$ cat src/rtl/bus_multi_dispatch.sv
// bus_multi_dispatch: routes one upstream wishbone master to NUM_SLAVES slaves by address field.
// Define BUS_MULTI_DISPATCH_TIMEOUT_EN to build the slave-ack timeout counter.
//
// state | meaning
// IDLE  | waiting for an upstream request
// FWD   | selected slave strobed, waiting for its ack, a cyc drop or a timeout
// RESP  | one-cycle upstream ack (err_o also high for unmapped or timed-out accesses)
module bus_multi_dispatch #(
  parameter int NUM_SLAVES     = 8,
  parameter int SEL_LSB        = 12,
  parameter int TIMEOUT_CYCLES = 255
) (
  input  logic                    clk,
  input  logic                    rst,
  input  logic                    wb_stb_i,
  input  logic                    wb_cyc_i,
  input  logic                    wb_we_i,
  input  logic [15:0]             wb_adr_i,
  input  logic [7:0]              wb_dat_i,
  output logic [7:0]              wb_dat_o,
  output logic                    wb_ack_o,
  output logic [NUM_SLAVES-1:0]   s_wb_stb_o,
  output logic [NUM_SLAVES-1:0]   s_wb_cyc_o,
  output logic                    s_wb_we_o,
  output logic [15:0]             s_wb_adr_o,
  output logic [7:0]              s_wb_dat_o,
  input  logic [8*NUM_SLAVES-1:0] s_wb_dat_i,
  input  logic [NUM_SLAVES-1:0]   s_wb_ack_i,
  output logic                    err_o
);

  if (NUM_SLAVES < 1 || NUM_SLAVES > 16) begin : g_bad_num_slaves
    $error("bus_multi_dispatch: NUM_SLAVES must be 1..16");
  end
  if (TIMEOUT_CYCLES < 1 || TIMEOUT_CYCLES > 65535) begin : g_bad_timeout
    $error("bus_multi_dispatch: TIMEOUT_CYCLES must be 1..65535");
  end

  localparam logic [4:0] NUM_SLAVES_5 = 5'(NUM_SLAVES);

  typedef enum logic [1:0] {IDLE, FWD, RESP} state_t;

  state_t     state, state_nxt;
  logic [3:0] idx;
  logic [3:0] sel_in;
  logic       mapped;
  logic       req;
  logic       sel_ack;
  logic [7:0] sel_dat;
  logic       timeout;

  assign sel_in = wb_adr_i[SEL_LSB+3:SEL_LSB];
  assign mapped = {1'b0, sel_in} < NUM_SLAVES_5;
  assign req    = wb_stb_i & wb_cyc_i;

  // Acks and data from slaves other than the registered one are never looked at.
  always_comb begin
    sel_ack = 1'b0;
    sel_dat = 8'h00;
    for (int k = 0; k < NUM_SLAVES; k++) begin
      if (idx == 4'(k)) begin
        sel_ack = s_wb_ack_i[k];
        sel_dat = s_wb_dat_i[8*k +: 8];
      end
    end
  end

`ifdef BUS_MULTI_DISPATCH_TIMEOUT_EN
  localparam logic [15:0] TIMEOUT_16 = 16'(TIMEOUT_CYCLES);
  logic [15:0] to_cnt;

  always_ff @(posedge clk) begin
    if (rst) begin
      to_cnt <= 16'd0;
    end else if (state == IDLE && state_nxt == FWD) begin
      to_cnt <= 16'd0;
    end else if (state == FWD && !sel_ack) begin
      to_cnt <= to_cnt + 16'd1;
    end
  end

  // Fires on the edge where the counter steps up to TIMEOUT_CYCLES.
  assign timeout = (state == FWD) && !sel_ack && (to_cnt + 16'd1 == TIMEOUT_16);
`else
  assign timeout = 1'b0;
`endif

  always_ff @(posedge clk) begin
    if (rst) begin
      state <= IDLE;
    end else begin
      state <= state_nxt;
    end
  end

  // A cyc drop wins over a simultaneous ack or timeout.
  always_comb begin
    state_nxt = state;
    case (state)
      IDLE: begin
        if (req) begin
          state_nxt = mapped ? FWD : RESP;
        end
      end
      FWD: begin
        if (!wb_cyc_i) begin
          state_nxt = IDLE;
        end else if (sel_ack || timeout) begin
          state_nxt = RESP;
        end
      end
      RESP:    state_nxt = IDLE;
      default: state_nxt = IDLE;
    endcase
  end

  always_comb begin
    s_wb_stb_o = '0;
    s_wb_cyc_o = '0;
    wb_ack_o   = (state == RESP);
    for (int k = 0; k < NUM_SLAVES; k++) begin
      s_wb_stb_o[k] = (state == FWD) && (idx == 4'(k));
      s_wb_cyc_o[k] = (state == FWD) && (idx == 4'(k));
    end
  end

  always_ff @(posedge clk) begin
    if (rst) begin
      idx        <= 4'd0;
      s_wb_adr_o <= 16'h0000;
      s_wb_dat_o <= 8'h00;
      s_wb_we_o  <= 1'b0;
      wb_dat_o   <= 8'h00;
      err_o      <= 1'b0;
    end else begin
      err_o <= 1'b0;
      if (state == IDLE && req) begin
        idx        <= sel_in;
        s_wb_adr_o <= wb_adr_i;
        s_wb_dat_o <= wb_dat_i;
        s_wb_we_o  <= wb_we_i;
        if (!mapped) begin
          wb_dat_o <= 8'h00;
          err_o    <= 1'b1;
        end
      end
      if (state == FWD && wb_cyc_i) begin
        if (sel_ack) begin
          if (!s_wb_we_o) begin
            wb_dat_o <= sel_dat;
          end
        end else if (timeout) begin
          wb_dat_o <= 8'hFF;
          err_o    <= 1'b1;
        end
      end
    end
  end

endmodule

$ cat config.mk
export PLATFORM = sky130hd
export DESIGN_NAME = bus_multi_dispatch
export DESIGN_NICKNAME = d
export VERILOG_FILES = /design/src/rtl/bus_multi_dispatch.sv
export SDC_FILE = /design/constraint.sdc
export NUM_CORES = 1
export LEC_CHECK = 0
export CELL_PAD_IN_SITES_DETAIL_PLACEMENT = 1
export CELL_PAD_IN_SITES_GLOBAL_PLACEMENT = 2
export CORE_ASPECT_RATIO = 2
export CORE_MARGIN = 2
export CORE_UTILIZATION = 19
export DETAILED_ROUTE_END_ITERATION = 8
export HOLD_SLACK_MARGIN = 0.12
export PLACE_DENSITY = 0.88
export SLEW_MARGIN = 20
export SYNTH_ARGS = -nofsm -noshare
export SYNTH_HDL_FRONTEND = slang
export SYNTH_SLANG_ARGS = --single-unit
export TNS_END_PERCENT = 50
$ cat constraint.sdc
create_clock -name clk -period 3.11 [get_ports clk]
set_input_delay 0.4665 -clock clk [delete_from_list [all_inputs] [get_ports clk]]
set_output_delay 0.4665 -clock clk [all_outputs]
set_load 0.02 [all_outputs]
==> metrics, run 1 <==
initial core utilization=19.4%; initial DRC count=70; Top Ports=152; worst-path fanout max=7; gr usage total=14.8%; die area=12900 µm²; Routed Antenna Nets=0; combinational share of power=25.4%; CTS tree=built; Filler cells=1370; CTS sink cnt=36; chip height=158 µm; Core Area=11700 µm²; sequential area share after synthesis=31.8%; total gr overflow=0; first-pass GRT wire length=14700 µm; Via Count=2714; LEAKAGE=1.36 nW; Worst EP arrival=2.30 ns; FP Rows=56; htree depth=2; placed cells=570; Clk Latency, worst-skew pair=0.28 ns; Post-synth EDFFs=0; Synth Cell Area=2270 µm²; Max VDD drop=0.000327 V; Chip Width=81.2 µm; vias in the first global route=2930; RSZ-0062 raised after global routing=false; total CTS buffers=5; clock skew=0.00518 ns; Area Overhead vs Synth=75.9%; asr flop ratio synth=0%; port bufs=151; cells after synthesis=299; number of max-cap violations=0; final net count=533; crit path capture type=output pin; Routed WL per cell=16.7 µm; final std cells w/o fill=578; DRT Pass-1 Iters=4; Area contributors post-synth=dfxtp_1 32%, nand2_1 10%, a21oi_1 9.1%; min-delay src=s_wb_dat_o[7]; Setup TNS=0 ns; yosys warns=0; sequential share of power=34.4%; clock buffer depth=2; P_sw=361 µW; Clk pwr share=40.2%; syn_area_per_cell=7.58 µm²; status=finished, final reports clean; final worst path period need=2.76 ns; fmax=362 MHz; pwr/cell area=356 nW/µm²; drt drc=0; Root Driver=clkbuf_16; worst min path class=reg2reg; CTS clk-pin slew, worst paths=0.06 ns; leading area contributor after synthesis=dfxtp_1; hold_buf cts=0; pre-CTS WS=0.590 ns; crit share post-route=88.8%; kind of start point of the critical path=flip-flop; Slew Limit Fails=0; worst r2r src=s_wb_adr_o[13]; syn nets=400; initial antenna violation count=0; post-synth cell types=44; pin count of the biggest net entering global routing=44; PnR worst setup slack=0.348 ns; CP Class=reg2out; Int Pwr=1.06 mW; layout cell share with drive strength beyond 1=6.00%; setup bufs post-CTS=0; CP Launch Point=s_wb_adr_o[15]; DP HPWL=7730 µm; #FFs+latches synth=36; Switching Share=25.4%; ANT cells=0; total wire length=9630 µm; final RePlAce weighted congestion=0.755; post-CTS sizing=0; Most used DFF post-synth=dfxtp_1; final hold violations=0; Setup-failing EPs final=0; share of the synthesized area in the top cell type=31.8%; WP data required=2.64 ns; Worst Max-Slew Pin Slew=0.663 ns; Worst slew margin=55.8%; Vias/cell=4.70
-- final timing paths --
check,cells after the start,slack (ns),end
min,2,0.45,s_wb_dat_o[7]
min reg2reg,2,0.45,s_wb_dat_o[7]
max,3,0.35,s_wb_stb_o[4]
max reg2reg,6,1.04,wb_dat_o[3]
-- sequential cells by signal (all words and copies together) (netlist names) --
signal,cells
wb_dat_o,8
s_wb_we_o,1
s_wb_adr_o,16
s_wb_dat_o,8
err_o,1
state,2
-- cell usage in the layout (no fill, tap or decap), drive strengths merged, types with 2 or more instances in the layout --
cell type / n
a21oi: 41
a221oi: 3
a22oi: 5
a2bb2oi: 6
a31oi: 3
and2b: 2
and3: 2
buf: 7
clkbuf: 5
clkdlybuf4s50: 151
dfxtp: 36
inv: 6
mux2: 6
mux2i: 13
nand2: 61
nand2b: 11
nand3: 4
nor2: 14
nor2b: 5
nor3: 5
nor3b: 4
nor4: 3
o211ai: 6
o21ai: 8
o22ai: 11
-- routing by layer --
metal	share of wire, %	GRT usage, %	vias to the layer above	routed length, µm
met5	0	0	-	0
met4	1.0	3.87	0	100
met3	6.5	3.23	6	623
met2	59	30.5	83	5700
met1	33	13.9	1307	3200
li1	-	-	1318	-
-- power by group through the flow --
stage	Combinational, mW	Clock (mW)	Sequential (mW)
2_1_floorplan	0.145	0	0.518
3_3_place_gp	0.359	0	0.498
3_5_place_dp	0.364	0	0.499
4_1_cts	0.366	0.591	0.489
5_1_grt	0.393	0.611	0.491
6_report	0.361	0.570	0.489
-- worst max-delay path, stage by stage, from the launching register on --
cell and delay [ns]:
dfxtp_1 0.31, or4b_1 0.68, nor3_1 0.34, clkdlybuf4s50_1 0.68
-- synth_stat cells (2+ instances only) --
library cell and instances:
a22oi_1 5, a21oi_1 41, o21ai_1 5, nand2_1 61, nor3b_1 4, a2bb2oi_1 6
nand3_1 4, and2b_1 2, nor2_1 13, inv_1 6, buf_4 10, o22ai_1 11
o211ai_1 6, mux2i_1 13, nand2b_1 11, and3_1 2, dfxtp_1 36, nor3_1 5
mux2_2 6, clkbuf_1 6, a221oi_1 3, a31oi_1 2, buf_2 13, o21ai_0 3
nor4_1 2, nor2b_1 5
-- cell type report --
cell class / count / area, µm² / area share [%]
clock buffer: 5 / 125 / 3.14
clock inverter: 3 / 42.5 / 1.07
inverter: 6 / 22.5 / 0.565
multi-input combinational: 225 / 1330 / 33.4
sequential: 36 / 721 / 18.1
tap: 145 / 181 / 4.55
timing repair buffer: 158 / 1560 / 39.2
-- cell families (layout without fill, tap and decap cells) --
family / count (synthesis) / count (layout) / share of synthesized area, %
mux: 19 / 19 / 8.72
buf+inv: 38 / 172 / 9.50
flops: 36 / 36 / 31.8
compound gates: 90 / 90 / 25.0
simple gates: 116 / 116 / 25.0
-- per-stage QoR --
step | area [µm²] | util, % | hold slack (ns) | power (mW)
after global placement | 3820 | 32.6 | 0.442 | 0.857
after detailed placement | 3820 | 32.6 | 0.450 | 0.863
after global routing | 3990 | 34.1 | 0.476 | 1.49
after floorplan | 2270 | - | 0.533 | 0.663
final | 3990 | 34.1 | 0.455 | 1.42
after CTS | 3990 | 34.1 | 0.458 | 1.45
(Power assumes the default switching activity.)
==> inputs of run 2 (changes only) <==
ABC_AREA = 1   (was not set)
CORE_UTILIZATION = 17   (was 19)
PLACE_DENSITY = 0.87   (was 0.88)
==> run 2 against run 1 <==
  * Die area up 2.4%
  * Count of clock-buffer cells in the layout increased by 1
  * Sequential power increased by 4.7%
  * First-iteration DRC count down 34%
  * Largest power group unchanged
  * Design area down 3.7%
  * Worst setup slack improved by 0.030 ns
  * Synthesized cell count grew 5.7%
==> metrics, run 2 <==
Power Total=1.48 mW; Area Overhead vs Synth=84.7%; Most used DFF post-synth=dfxtp_1; yosys warns=0; Synth top cells by count=72 x nor2_1, 69 x nand2_1, 36 x dfxtp_1, 31 x nand3_1, 25 x o21ai_0; cell depth of the worst setup path=3; fmax=366 MHz; gr busiest metal=met2; vias in the first global route=2878; leading area contributor after synthesis=dfxtp_1; post-CTS sizing=0; Post-synth EDFFs=0; Slew Limit Fails=0; min-delay src=s_wb_adr_o[0]; WP data required=2.64 ns; total wire length=9220 µm; sequential area share after synthesis=34.7%; count leader, synth=nor2_1; DRT Pass-1 Iters=4; GRT met1 Usage=11.5%; LEAKAGE=1.53 nW; ANT cells=0; most frequent cells in the layout=151 x clkdlybuf4s50_1, 72 x nor2_1, 69 x nand2_1; drt drc=0; total CTS buffers=5; status=finished, final reports clean; CTS sink cnt=36; asr flop ratio synth=0%; htree depth=2; port bufs=151; worst-path fanout max=9; WHS Path Cells=2; critical path's slowest cell=dfxtp_1; met3 usage=2.53%; Vias/cell=4.38; clock skew=0.00407 ns; CP max stage delay=0.73 ns; pin count of the biggest net entering global routing=28; pwr/cell area=384 nW/µm²; hold_buf cts=0; CTS tree=built; Area contributors post-synth=dfxtp_1 35%, nor2_1 13%, nand2_1 12%; max reg flops=16; Setup-failing EPs final=0; CP Class=reg2out; gr usage total=13.6%; Max VDD drop=0.000355 V; syn nets=417; CTS clk-pin slew, worst paths=0.06 ns; Largest Register=s_wb_adr_o; final worst path period need=2.73 ns; worst min path class=reg2reg; crit path capture type=output pin; die area=13200 µm²; share of the synthesized area in the top cell type=34.7%; initial antenna violation count=0; setup bufs post-CTS=0; RSZ-0062 raised after global routing=false; post-synth cell types=25; syn_area_per_cell=6.58 µm²; Routed WL per cell=15.2 µm; commonest non-fill, non-tap cell in the layout=clkdlybuf4s50_1; Routed Antenna Nets=0; Critical R2R Capture=wb_dat_o[0]; worst r2r src=s_wb_adr_o[13]; chip height=160 µm; #FFs+latches synth=36; Root Driver=clkbuf_16; Regs by FF count=s_wb_adr_o: 16 flops, s_wb_dat_o: 8 flops, wb_dat_o: 8 flops; delay-heaviest family, CP=buffers and inverters; initial core utilization=17.2%; Synth Cell Area=2080 µm²; R2R setup slack=1.01 ns; layout cell share with drive strength beyond 1=6.54%; worst-case hold path end point=s_wb_adr_o[0]; Worst EP arrival=2.27 ns; clock buffer depth=2; crit share post-route=87.8%; Buf+Inv Stages, Crit Path=2; FP Rows=57; DP HPWL=7710 µm; crit-path cells=inv_4 > nor4_1 > clkdlybuf4s50_1; Top Ports=152; first-pass GRT wire length=13800 µm; initial DRC count=46; final hold violations=0; total gr overflow=0; cells after synthesis=316; number of max-cap violations=0; met2 Track Usage GR=28.4%; final RePlAce weighted congestion=0.743; Worst Max-Slew Pin Slew=0.645 ns; Via Count=2653; kind of start point of the critical path=flip-flop; Clk Latency, worst-skew pair=0.28 ns; Worst slew margin=56.9%; Chip Width=82.2 µm; Core Area=12100 µm²; fin util=31.8%; final net count=559; Setup TNS=0 ns; R2R cell count=7
run 2: worst max-delay path by stage:
stage | end | startpoint
6_report | s_wb_stb_o[2] | s_wb_adr_o[13]
5_1_grt | s_wb_cyc_o[6] | s_wb_adr_o[13]
4_1_cts | s_wb_stb_o[2] | s_wb_adr_o[13]
3_5_place_dp | s_wb_stb_o[2] | s_wb_adr_o[13]
3_3_place_gp | s_wb_stb_o[1] | s_wb_adr_o[12]
2_1_floorplan | s_wb_stb_o[0] | s_wb_adr_o[15]
run 2: metal layers:
metal / vias up / wire length, µm / part of all wire [%]
met4: 0 / 186 / 2.0
met1: 1243 / 2990 / 32
li1: 1308 / - / -
met2: 93 / 5550 / 60
met3: 9 / 502 / 5.4
met5: - / 0 / 0
run 2: cells by family (layout without fill, tap and decap cells):
family / Yosys count / count (layout) / share of synthesized area (%)
AOI/OAI and AO/OA: 38 / 38 / 9.15
buffers and inverters: 39 / 182 / 9.87
DFF: 36 / 36 / 34.7
and+or+nand+nor: 203 / 203 / 46.3
run 2: final cells by class:
cell class | instances | area, µm²
inverters | 19 | 76.3
multi-input cells | 241 | 1150
repair buffers | 155 | 1540
fillers | 1483 | 8210
flip-flops and latches | 36 | 721
clock inverters | 2 | 35.0
well taps | 147 | 184
clock buffers | 6 | 129
run 2: report_power, final:
group	switching, mW	internal (mW)
registers	0.0241	0.488
clock network	0.190	0.377
logic	0.186	0.210
total	0.400	1.08
run 2: worst register-to-register path, cell delays in order, from the launching register on:
cell and delay, ns:
dfxtp_1 0.73, nand2_4 0.16, nor2_2 0.44, a21oi_1 0.10
nand4_2 0.15, nand3_4 0.18, nor2_1 0.17, nor2_1 0.06
run 2: per-stage QoR:
step / area, µm² / std cells / hold WS, ns / setup WS, ns
after floorplan: 2080 / 316 / 0.536 / 0.851
after global placement: 3670 / 598 / 0.496 / 0.722
after detailed placement: 3670 / 598 / 0.506 / 0.682
after CTS: 3840 / 606 / 0.526 / 0.366
after global routing: 3840 / 606 / 0.554 / 0.283
final: 3840 / 606 / 0.520 / 0.378
==> inputs of run 3 (changes only) <==
ABC_CLOCK_PERIOD_IN_PS = 3110   (was not set)
CORE_MARGIN = 4   (was 2)
==> run 3 against run 2 <==
  * Maximum frequency rose by 0.42%
  * Worst hold slack got worse by 0.0033 ns
  * Register-to-register slack got worse by 0.03 ns
  * Die area rose by 7.5%
  * First-iteration DRC count rose by 22%
  * Non-clock buffer count did not move
  * Critical path depth did not move
==> metrics, run 3 (synthesis results as in run 2) <==
status=finished, final reports clean; PnR worst setup slack=0.390 ns; final RePlAce weighted congestion=0.760; total CTS buffers=5; worst hold margin=0.516 ns; worst-path fanout max=9; most frequent cells in the layout=151 x clkdlybuf4s50_1, 72 x nor2_1, 69 x nand2_1; total gr overflow=0; fmax=368 MHz; Max VDD drop=0.000298 V; pin count of the biggest net entering global routing=28; Clk Latency, worst-skew pair=0.28 ns; setup bufs post-CTS=0; kind of start point of the critical path=flip-flop; Critical Path Sink=s_wb_stb_o[2]; layout cell share with drive strength beyond 1=6.54%; DRT Pass-1 Iters=4; Vias/cell=4.39; chip height=164 µm; final net count=559; die area=14200 µm²; Worst slew margin=57.4%; final worst path period need=2.72 ns; port bufs=151; CP max stage delay=0.73 ns; clock buffer depth=2; crit path capture type=output pin; Buf+Inv Stages, Crit Path=2; delay-heaviest family, CP=buffers and inverters; R2R setup slack=0.98 ns; post-CTS sizing=0; Worst EP arrival=2.25 ns; pwr/cell area=384 nW/µm²; Via Count=2654; FP Rows=56; CTS tree=built; cell depth of the worst setup path=3; min-delay src=s_wb_adr_o[10]; crit share post-route=87.5%; Core Area=11800 µm²; final hold violations=0; CP Launch Point=s_wb_adr_o[13]; WP data required=2.64 ns; Filler cells=1467; drt drc=0; Setup TNS=0 ns; LEAKAGE=1.53 nW; number of max-cap violations=0; Top Ports=152; worst r2r src=s_wb_adr_o[13]; R2R cell count=8; CP Class=reg2out; first-pass GRT wire length=14400 µm; commonest non-fill, non-tap cell in the layout=clkdlybuf4s50_1; Chip Width=86.2 µm; critical path's slowest cell=dfxtp_1; ANT cells=0; gr usage total=13.0%; Routed Antenna Nets=0; crit-path cells=inv_4 > nor4_1 > clkdlybuf4s50_1; placed cells=596; DP HPWL=7930 µm; RSZ-0062 raised after global routing=false; final std cells w/o fill=604; Slew Limit Fails=0; Area Overhead vs Synth=84.6%; Regs by FF count=s_wb_adr_o: 16 flops, s_wb_dat_o: 8 flops, wb_dat_o: 8 flops; vias in the first global route=2884; Worst Max-Slew Pin Slew=0.637 ns; worst min path class=reg2reg; Setup-failing EPs final=0; initial antenna violation count=0; max reg flops=16; total wire length=9490 µm; Multi-input gate area=1150 µm²; Routed WL per cell=15.7 µm; Storage cell area=721 µm²; hold_buf cts=0; initial DRC count=56; initial core utilization=17.6%; Largest Register=s_wb_adr_o; CTS clk-pin slew, worst paths=0.06 ns; Root Driver=clkbuf_16; CTS sink cnt=36; clock skew=0.00160 ns; pre-CTS WS=0.648 ns; Critical R2R Capture=wb_dat_o[6]; Power Total=1.47 mW; htree depth=2
run 3: worst min-delay path, delay by kind of cell, from the launching register on:
family	cells	cell delay [ns]
flip-flops	1	0.32
AO/OA/AOI/OAI	1	0.08
AND/OR/NAND/NOR	1	0.08
run 3: per-layer routing:
layer | share of wire, % | vias up | track usage, %
met2 | 58 | 100 | 26.8
met5 | 0 | - | 0
met4 | 2.5 | 0 | 5.25
met1 | 33 | 1225 | 11.6
li1 | - | 1313 | -
met3 | 6.4 | 16 | 2.96
run 3: power by group:
part	internal (mW)	total [mW]	leakage, nW	switching [mW]
Clock	0.377	0.566	0.0808	0.189
Sequential	0.488	0.513	0.295	0.0251
Combinational	0.210	0.394	1.15	0.184
run 3: metrics by stage:
step           util [%]  instance area (µm²)
2_1_floorplan         -                 2080
3_3_place_gp       31.0                 3670
3_5_place_dp       31.0                 3670
4_1_cts            32.4                 3840
5_1_grt            32.4                 3840
6_report           32.4                 3840
run 3: layout make-up:
class,count,area share [%]
clock buffer,6,3.36
clock inverter,2,0.913
tap,145,4.73
inverter,19,1.99
timing repair buffer,155,40.2
multi-input combinational,241,30.0
sequential,36,18.8
run 3: worst min path at each step:
stage / cells after the start / slack, ns / endpoint
4_1_cts: 2 / 0.53 / s_wb_adr_o[10]
2_1_floorplan: 1 / 0.54 / s_wb_adr_o[15]
3_3_place_gp: 2 / 0.50 / s_wb_adr_o[9]
6_report: 2 / 0.52 / s_wb_adr_o[10]
5_1_grt: 2 / 0.57 / s_wb_adr_o[10]
3_5_place_dp: 2 / 0.51 / s_wb_adr_o[1]
